[config.mk]
export PLATFORM = sky130hd
export DESIGN_NAME = capt_ctrl
export DESIGN_NICKNAME = d
export VERILOG_FILES = /design/src/rtl/capt_ctrl.sv
export SDC_FILE = /design/constraint.sdc
export NUM_CORES = 1
export LEC_CHECK = 0
export ABC_AREA = 1
export BUFFER_PORTS_ARGS = -buffer_cell sky130_fd_sc_hd__buf_4
export CAP_MARGIN = 0
export CORE_MARGIN = 2
export CORE_UTILIZATION = 65
export DETAILED_ROUTE_END_ITERATION = 10
export PLACE_DENSITY = 0.86
export SETUP_SLACK_MARGIN = 0.1
export SYNTH_ARGS = -nofsm -noshare
export SYNTH_HDL_FRONTEND = slang
export SYNTH_SLANG_ARGS = --single-unit
[constraint.sdc]
create_clock -name clk -period 3.6 [get_ports clk]
set_clock_uncertainty 0.2 [all_clocks]
set_input_delay 0.36 -clock clk [delete_from_list [all_inputs] [get_ports clk]]
set_output_delay 0.36 -clock clk [all_outputs]
set_load 0.01 [all_outputs]
[src/rtl/capt_ctrl.sv]
// capt_ctrl: capture/dump controller for one sample RAM channel.
// Optional feature macro CAPT_AUTO_REARM_EN: re-arm capture after a dump.
module capt_ctrl #(
  parameter int ENTRIES = 384,
  parameter int LOG2    = 9
) (
  input  logic            clk,
  input  logic            rst,
  input  logic            run,
  input  logic            triggered,
  input  logic            wrt_smpl,
  input  logic [LOG2-1:0] trig_pos,
  input  logic            dump_req,
  input  logic            resp_sent,
  output logic            we,
  output logic [LOG2-1:0] waddr,
  output logic [LOG2-1:0] raddr,
  output logic            armed,
  output logic            capt_done,
  output logic            send_resp,
  output logic            dumping
);

  typedef enum logic [1:0] {S_IDLE, S_CAPT, S_DONE, S_DUMP} state_t;
  typedef enum logic [1:0] {D_LAT, D_SEND, D_WAIT} dph_t;

  localparam logic [LOG2-1:0] L_LAST = LOG2'(ENTRIES - 1);
  localparam logic [LOG2:0]   L_ENT  = (LOG2+1)'(ENTRIES);
  localparam logic [LOG2+1:0] L_ENTW = (LOG2+2)'(ENTRIES);

  state_t          r_state, w_state_nxt;
  dph_t            r_dph, w_dph_nxt;
  logic [LOG2-1:0] r_waddr, w_waddr_nxt;
  logic [LOG2-1:0] r_raddr, w_raddr_nxt;
  logic [LOG2-1:0] r_start, w_start_nxt;
  logic [LOG2-1:0] r_trig_cnt, w_trig_cnt_nxt;
  logic [LOG2:0]   r_smpl_cnt, w_smpl_cnt_nxt;
  logic [LOG2:0]   r_dump_cnt, w_dump_cnt_nxt;
  logic            r_trig_lat, w_trig_lat_nxt;
  logic            w_restart;

  logic [LOG2-1:0] w_tp;
  logic [LOG2-1:0] w_waddr_inc;
  logic [LOG2-1:0] w_raddr_inc;
  logic            w_armed;
  logic            w_trig_hit;
  logic            w_post_hit;
  logic            w_dump_last;

  assign w_tp = ({1'b0, trig_pos} >= L_ENT) ? L_LAST : trig_pos;

  assign w_waddr_inc = (r_waddr == L_LAST) ? '0 : r_waddr + LOG2'(1);
  assign w_raddr_inc = (r_raddr == L_LAST) ? '0 : r_raddr + LOG2'(1);

  assign w_armed = (r_state == S_CAPT) &&
                   (({1'b0, r_smpl_cnt} + {2'b00, w_tp}) >= L_ENTW);

  assign w_trig_hit = triggered & w_armed & ~r_trig_lat;

  assign w_post_hit = r_trig_lat & wrt_smpl &
                      ((r_trig_cnt + LOG2'(1)) == w_tp);

  assign w_dump_last = (r_dump_cnt + (LOG2+1)'(1)) == L_ENT;

  assign waddr     = r_waddr;
  assign raddr     = r_raddr;
  assign armed     = w_armed;
  assign capt_done = (r_state == S_DONE) | (r_state == S_DUMP);
  assign dumping   = (r_state == S_DUMP);

  // Next-state, next-datapath and strobe outputs
  always_comb begin
    w_state_nxt    = r_state;
    w_dph_nxt      = r_dph;
    w_waddr_nxt    = r_waddr;
    w_raddr_nxt    = r_raddr;
    w_start_nxt    = r_start;
    w_trig_cnt_nxt = r_trig_cnt;
    w_smpl_cnt_nxt = r_smpl_cnt;
    w_dump_cnt_nxt = r_dump_cnt;
    w_trig_lat_nxt = r_trig_lat;
    w_restart      = 1'b0;
    we             = 1'b0;
    send_resp      = 1'b0;
    unique case (r_state)
      S_IDLE: begin
        if (run) begin
          w_state_nxt = S_CAPT;
          w_restart   = 1'b1;
        end
      end
      S_CAPT: begin
        if (!run) begin
          w_state_nxt = S_IDLE;
        end else begin
          we = wrt_smpl;
          if (wrt_smpl) begin
            w_waddr_nxt = w_waddr_inc;
            if (r_smpl_cnt != L_ENT) begin
              w_smpl_cnt_nxt = r_smpl_cnt + (LOG2+1)'(1);
            end
          end
          if (w_trig_hit) begin
            w_trig_lat_nxt = 1'b1;
            if (w_tp == '0) begin
              w_state_nxt = S_DONE;
              w_start_nxt = wrt_smpl ? w_waddr_inc : r_waddr;
            end
          end else if (r_trig_lat && wrt_smpl) begin
            w_trig_cnt_nxt = r_trig_cnt + LOG2'(1);
            if (w_post_hit) begin
              w_state_nxt = S_DONE;
              w_start_nxt = w_waddr_inc;
            end
          end
        end
      end
      S_DONE: begin
        if (!run) begin
          w_state_nxt = S_IDLE;
        end else if (dump_req) begin
          w_state_nxt    = S_DUMP;
          w_raddr_nxt    = r_start;
          w_dump_cnt_nxt = '0;
          w_dph_nxt      = D_LAT;
        end
      end
      S_DUMP: begin
        unique case (r_dph)
          D_LAT: w_dph_nxt = D_SEND;
          D_SEND: begin
            send_resp = 1'b1;
            w_dph_nxt = D_WAIT;
          end
          D_WAIT: begin
            if (resp_sent) begin
              w_raddr_nxt    = w_raddr_inc;
              w_dump_cnt_nxt = r_dump_cnt + (LOG2+1)'(1);
              w_dph_nxt      = D_LAT;
              if (w_dump_last) begin
`ifdef CAPT_AUTO_REARM_EN
                if (run) begin
                  w_state_nxt = S_CAPT;
                  w_restart   = 1'b1;
                end else begin
                  w_state_nxt = S_DONE;
                end
`else
                w_state_nxt = S_DONE;
`endif
              end
            end
          end
          default: w_dph_nxt = D_LAT;
        endcase
      end
    endcase
    if (w_restart) begin
      w_waddr_nxt    = '0;
      w_smpl_cnt_nxt = '0;
      w_trig_cnt_nxt = '0;
      w_trig_lat_nxt = 1'b0;
    end
  end

  // State and datapath registers with synchronous reset
  always_ff @(posedge clk) begin
    if (rst) begin
      r_state    <= S_IDLE;
      r_dph      <= D_LAT;
      r_waddr    <= '0;
      r_raddr    <= '0;
      r_start    <= '0;
      r_trig_cnt <= '0;
      r_smpl_cnt <= '0;
      r_dump_cnt <= '0;
      r_trig_lat <= 1'b0;
    end else begin
      r_state    <= w_state_nxt;
      r_dph      <= w_dph_nxt;
      r_waddr    <= w_waddr_nxt;
      r_raddr    <= w_raddr_nxt;
      r_start    <= w_start_nxt;
      r_trig_cnt <= w_trig_cnt_nxt;
      r_smpl_cnt <= w_smpl_cnt_nxt;
      r_dump_cnt <= w_dump_cnt_nxt;
      r_trig_lat <= w_trig_lat_nxt;
    end
  end

endmodule

==> impl_metrics.yaml, run 1 <==
critical_path:
  crit_arrival_ps: 2480
  r2r_slack_ps: 680
  path_max_fanout: 6
  worstPathRequired_ps: 3040
  rr_endpoint: "r_start[7]$_SDFFE_PP0P_"
  worstSetupStartpointType: "input port"
  end_kind: "output port"
  r2r-start: "r_smpl_cnt[0]$_SDFFE_PP0P_"
  critPathKind: "input port to output port"
  reg2regPathDepth: 16
clock_network:
  numCtsBuffers: 9
  cts-hold-fix-buffers: 0
  path_clk_slew_ps: 70
  post_cts_buffers: 0
  cts.sinks: 61
  clk_latency_ps: 350
  cts-resized-gates: 0
  cts_tree: "built"
  cts_max_path_buffers: 2
  htreeDepth: 3
  cts_root_buf: "clkbuf_8"
pwr:
  power_density_nw_per_um2: 420
  p_total_w: 0.00199
  irDropWorstVdd_v: 0.000304
  p_leak_nw: 2.25
grt:
  antenna_found_initial: 0
  overflow: 0
  grt_util_all_layers: 0.294
  grt_pass1_wl_mm: 17.3
  grt_max_degree: 22
  grt_pass1_vias: 3768
floorplan:
  ios: 39
  rows: 29
  die_area_um2: 7110
  die_h_um: 84.3
  start_util: 0.668
  fp.dieW_um: 84.3
  core_um2: 6280
synth:
  synth_ff_type: "dfxtp_1"
  synth.top_cell.area_share: 0.291
  syn_area_um2: 4190
  ys_ff_latch: 61
  synth_top_area_cell: "dfxtp_1"
  async_reset_ff_frac: 0
  synth-edff-count: 0
  synth_nets: 701
  ys_warn_count: 0
  synth_cells: 666
  ys_seq_area_frac: 0.291
  synth_cell_types: 44
  synth_area_leaders: "dfxtp_1 29%, nand2_1 15%, inv_1 9.5%"
  syn_area_per_cell_um2: 6.30
route:
  vias_per_cell: 5.49
  drcViolationCount: 0
  drt-pass1-iter-count: 5
  route.antenna.remaining_nets: 0
  route.vias.total: 4298
  dr.first_iter.drc_count: 315
  finalWirelength_mm: 10.1
  post_drt_wl_per_cell_um: 12.9
sta:
  slew_headroom: 0.526
  tns_ps: 0
  fmax_mhz: 329
  grt_setup_unrepaired: "false"
  period_needed_ps: 3040
  hold_violations: 0
  setup-violations-final: 0
  period_share: 0.845
  drv_slew: 0
  worst_slew_pin_slew_ps: 709
place:
  place.gp.congestion: 0.966
  dpl.hpwl_mm: 7.50
  port_buffers: 38
layout:
  area_growth_pct: 12.7
  regArea_um2: 1220
  final_common_cell: "nand2_1"
  layout-drive-gt1-share: 0.119
  final_net_count: 736
  final_cell_mix: "168 x nand2_1, 106 x inv_1, 73 x nor2_1"
  antenna_cells: 0
  n_fill_cell: 524
  multi_input_area_um2: 2490
status:
  status: "finished, final reports clean"
hold_path:
  min_from: "rst"
  hold_end: "r_dump_cnt[1]$_SDFFE_PP0P_"
  hold_class: "input port to flip-flop"
  whs_path_depth: 2
run:
  maxCapViolations: 0
[synth_stat cells (4+ instances only)]
| library cell | number |
|---|---|
| a21oi_1 | 50 |
| nand2_1 | 168 |
| a211oi_1 | 5 |
| xor2_1 | 13 |
| inv_1 | 106 |
| or2_2 | 4 |
| nor2_1 | 73 |
| clkbuf_1 | 12 |
| dfxtp_1 | 61 |
| ha_1 | 18 |
| o21ai_0 | 37 |
| a221oi_1 | 5 |
| nand4_1 | 15 |
| nand2_2 | 9 |
| nand3_1 | 41 |
| o21bai_1 | 4 |
| nor3_1 | 8 |
[routing by layer]
metal / global-route usage / share of wire / vias to the layer above
li1: - / - / 2207
met1: 0.396 / 0.45 / 1915
met2: 0.483 / 0.47 / 162
met3: 0.0413 / 0.065 / 14
met4: 0.107 / 0.015 / 0
met5: 0 / 0 / -
[sequential cells by signal, summed over array words and instances, names as in the netlist]
name        cells
r_trig_cnt      9
raddr           9
waddr           9
r_smpl_cnt     10
r_dph           2
r_trig_lat      1
r_dump_cnt     10
r_start         9
r_state         2
[cells by family after synthesis]
group | Yosys count | share of synthesized area
AO/OA/AOI/OAI | 110 | 0.145
XOR/XNOR | 15 | 0.0313
adder cells (fa/ha/maj) | 19 | 0.0585
buffers and inverters | 124 | 0.114
flip-flops | 61 | 0.291
multiplexers | 1 | 0.00239
AND/OR/NAND/NOR | 336 | 0.357
[stage by stage]
step	hold WS (ps)	util	area, µm²	instances	worst slack (ps)
after floorplan	245	-	4190	666	1010
after global placement	257	0.720	4520	767	596
after detailed placement	266	0.720	4520	767	457
after CTS	147	0.753	4730	783	622
after global routing	160	0.753	4730	783	287
final	153	0.753	4730	783	560
[worst max path at each step]
stage	from	to	slack, ps	cells after the start
after floorplan	trig_pos[8]	r_state[1]$_SDFFE_PP0P_	1010	19
after global placement	trig_pos[8]	r_start[7]$_SDFFE_PP0P_	600	19
after detailed placement	trig_pos[8]	r_start[7]$_SDFFE_PP0P_	460	20
after CTS	r_smpl_cnt[0]$_SDFFE_PP0P_	armed	620	12
after global routing	trig_pos[8]	armed	290	16
final	trig_pos[8]	armed	560	16
[worst max-delay path, stage by stage]
cell,delay (ps)
buf_4,130
nand2_2,120
inv_1,80
nor2_1,160
inv_1,90
ha_1,310
nand2_1,130
inv_1,50
a21oi_1,220
nand2_1,100
nand2_1,70
nand2_1,50
nor2_1,80
nor2_1,50
nor2_1,270
buf_4,190
[final cells by class]
class,count,area share
clock buffer,11,0.0320
tap,77,0.0204
timing repair buffer,40,0.0635
multi-input combinational,481,0.528
inverter,108,0.0858
sequential,61,0.258
clock inverter,5,0.0124
[report_power, final]
group          total [W]  internal [W]  switching, W
clock network   0.000651      0.000357      0.000293
logic           0.000550      0.000202      0.000348
registers       0.000787      0.000729     0.0000573
total            0.00199       0.00129      0.000699
No activity file was read; power rests on OpenSTA's default activity.
==> run 2: changes to the inputs <==
Settings changed: CORE_UTILIZATION 65 to 54, PLACE_DENSITY 0.86 to 0.76.
Clock period 3.6 ns to 2.65 ns, I/O delays scaled along.
==> impl_metrics.yaml, run 2 (synthesized netlist as in run 1, its figures left out) <==
status:
  status: "finished with violations"
  violations: "negative setup slack"
route:
  route.antenna.remaining_nets: 0
  dr.first_iter.drc_count: 256
  route.vias.total: 4430
  vias_per_cell: 5.22
  post_drt_wl_per_cell_um: 12.9
  drcViolationCount: 0
  drt-pass1-iter-count: 4
  finalWirelength_mm: 10.9
floorplan:
  fp.dieW_um: 92.1
  rows: 32
  core_um2: 7610
  start_util: 0.551
  die_area_um2: 8490
  ios: 39
  die_h_um: 92.1
hold_path:
  min_from: "rst"
  hold_end: "r_dump_cnt[1]$_SDFFE_PP0P_"
  hold_class: "input port to flip-flop"
  whs_path_depth: 2
place:
  dpl.hpwl_mm: 7.89
  post-place-ws_ps: -241
  place.gp.congestion: 0.933
  port_buffers: 38
sta:
  period_share: 1.01
  drv_slew: 0
  hold_violations: 0
  setup-violations-final: 1
  fin_ws_ps: -15.1
  slew_headroom: 0.638
  whs_ps: 57.5
  period_needed_ps: 2670
  worst_slew_pin_slew_ps: 541
  grt_setup_unrepaired: "true"
  fmax_mhz: 375
critical_path:
  r2r_slack_ps: 120
  path_max_fanout: 2
  critPathKind: "flip-flop to output port"
  crit_top_cell: "nand2_1"
  end_kind: "output port"
  crit_slowest_cell: "dfxtp_2"
  crit_arrival_ps: 2200
  worstSetupStartpointType: "flip-flop"
  reg2regPathDepth: 17
  rr_endpoint: "r_start[6]$_SDFFE_PP0P_"
  path_cells: "ha_4, inv_2, fa_2, nand3b_1, nand2_1, nand2_1, nand2_1, nand2_2, nand2_2, buf_6, nor2_2, nor2_1, nor2_2, buf_6"
  worstPathRequired_ps: 2180
  worst_path_largest_cell_delay_ps: 360
  r2r-start: "r_smpl_cnt[6]$_SDFFE_PP0P_"
layout:
  final_common_cell: "nand2_1"
  layout_top_registers: "r_dump_cnt (10), r_smpl_cnt (10)"
  layout-drive-gt1-share: 0.212
  final_net_count: 777
  area_growth_pct: 24.1
  final_cell_mix: "162 x nand2_1, 103 x inv_1, 76 x buf_4"
  antenna_cells: 0
clock_network:
  cts_root_buf: "clkbuf_8"
  clk_latency_ps: 350
  cts.sinks: 61
  htreeDepth: 3
  cts_tree: "built"
  path_clk_slew_ps: 70
  cts_max_path_buffers: 2
  numCtsBuffers: 9
grt:
  grt_pass1_wl_mm: 18.2
  overflow: 0
  grt_util_all_layers: 0.260
  grt_max_degree: 23
  grt_pass1_vias: 4136
  antenna_found_initial: 0
pwr:
  irDropWorstVdd_v: 0.000297
  p_leak_nw: 2.46
  power_density_nw_per_um2: 538
run:
  maxCapViolations: 0
==> run 2: cell count changes in the layout (fill, tap and decap cells not counted), moves of 5 or more <==
| cell | before | now |
|---|---|---|
| nor2_2 | 2 | 8 |
| nand2_2 | 9 | 14 |
| o21ai_2 | 1 | 6 |
| o21ai_0 | 37 | 32 |
| nand2_1 | 168 | 162 |
| nand3_1 | 41 | 36 |
| buf_4 | 40 | 76 |
| nor2_1 | 73 | 66 |
==> run 2: per-stage QoR <==
stage / util / cells / total power, W / cell area (µm²) / TNS [ps]
2_1_floorplan: - / 666 / 0.00157 / 4190 / 0
3_3_place_gp: 0.633 / 828 / 0.00186 / 4820 / -1230
3_5_place_dp: 0.633 / 828 / 0.00188 / 4820 / -2240
4_1_cts: 0.667 / 847 / 0.00277 / 5070 / -12.0
5_1_grt: 0.684 / 849 / 0.00295 / 5200 / -295
6_report: 0.684 / 849 / 0.00280 / 5200 / -15.1
==> run 2: worst max path at each step <==
stage | slack (ps) | to | from | depth (start not counted)
3_5_place_dp | -240 | r_state[1]$_SDFFE_PP0P_ | trig_pos[8] | 21
5_1_grt | -110 | armed | r_smpl_cnt[0]$_SDFFE_PP0P_ | 14
2_1_floorplan | 150 | r_state[1]$_SDFFE_PP0P_ | trig_pos[8] | 19
6_report | -20 | armed | r_smpl_cnt[0]$_SDFFE_PP0P_ | 14
4_1_cts | -10 | armed | r_smpl_cnt[0]$_SDFFE_PP0P_ | 13
3_3_place_gp | -150 | r_state[1]$_SDFFE_PP0P_ | trig_pos[8] | 21
==> run 2: repair_timing <==
action	CTS	global route
endpoints found under the hold margin	0	0
resized for setup	12	37
setup buffers	3	0
hold buffers	0	0
gates cloned	0	2
pin swaps	8	16
setup endpoints to repair	12	13
==> run 2: critical path: cells and delay by family, from the launching register on <==
kind / cells / cell delay (ps)
flip-flops: 1 / 360
buffers and inverters: 3 / 260
adder cells (fa/ha/maj): 2 / 480
AND/OR/NAND/NOR: 9 / 760
==> run 2: per-layer routing <==
metal | global-route usage | part of all wire
met3 | 0.0329 | 0.034
met5 | 0 | 0
met2 | 0.456 | 0.50
met1 | 0.325 | 0.45
met4 | 0.0970 | 0.015
==> run 2: cell type report <==
type / instances / area [µm²]
multi-input combinational: 482 / 2630
fill: 683 / 2400
sequential: 61 / 1230
timing repair buffer: 80 / 616
inverter: 108 / 405
clock buffer: 11 / 141
tap: 102 / 128
clock inverter: 5 / 58.8
==> run 2: report_power, final <==
part / switching (W) / internal (W) / total [W]
clock: 0.000409 / 0.000462 / 0.000871
sequential: 0.0000785 / 0.000991 / 0.00107
combinational: 0.000524 / 0.000334 / 0.000858
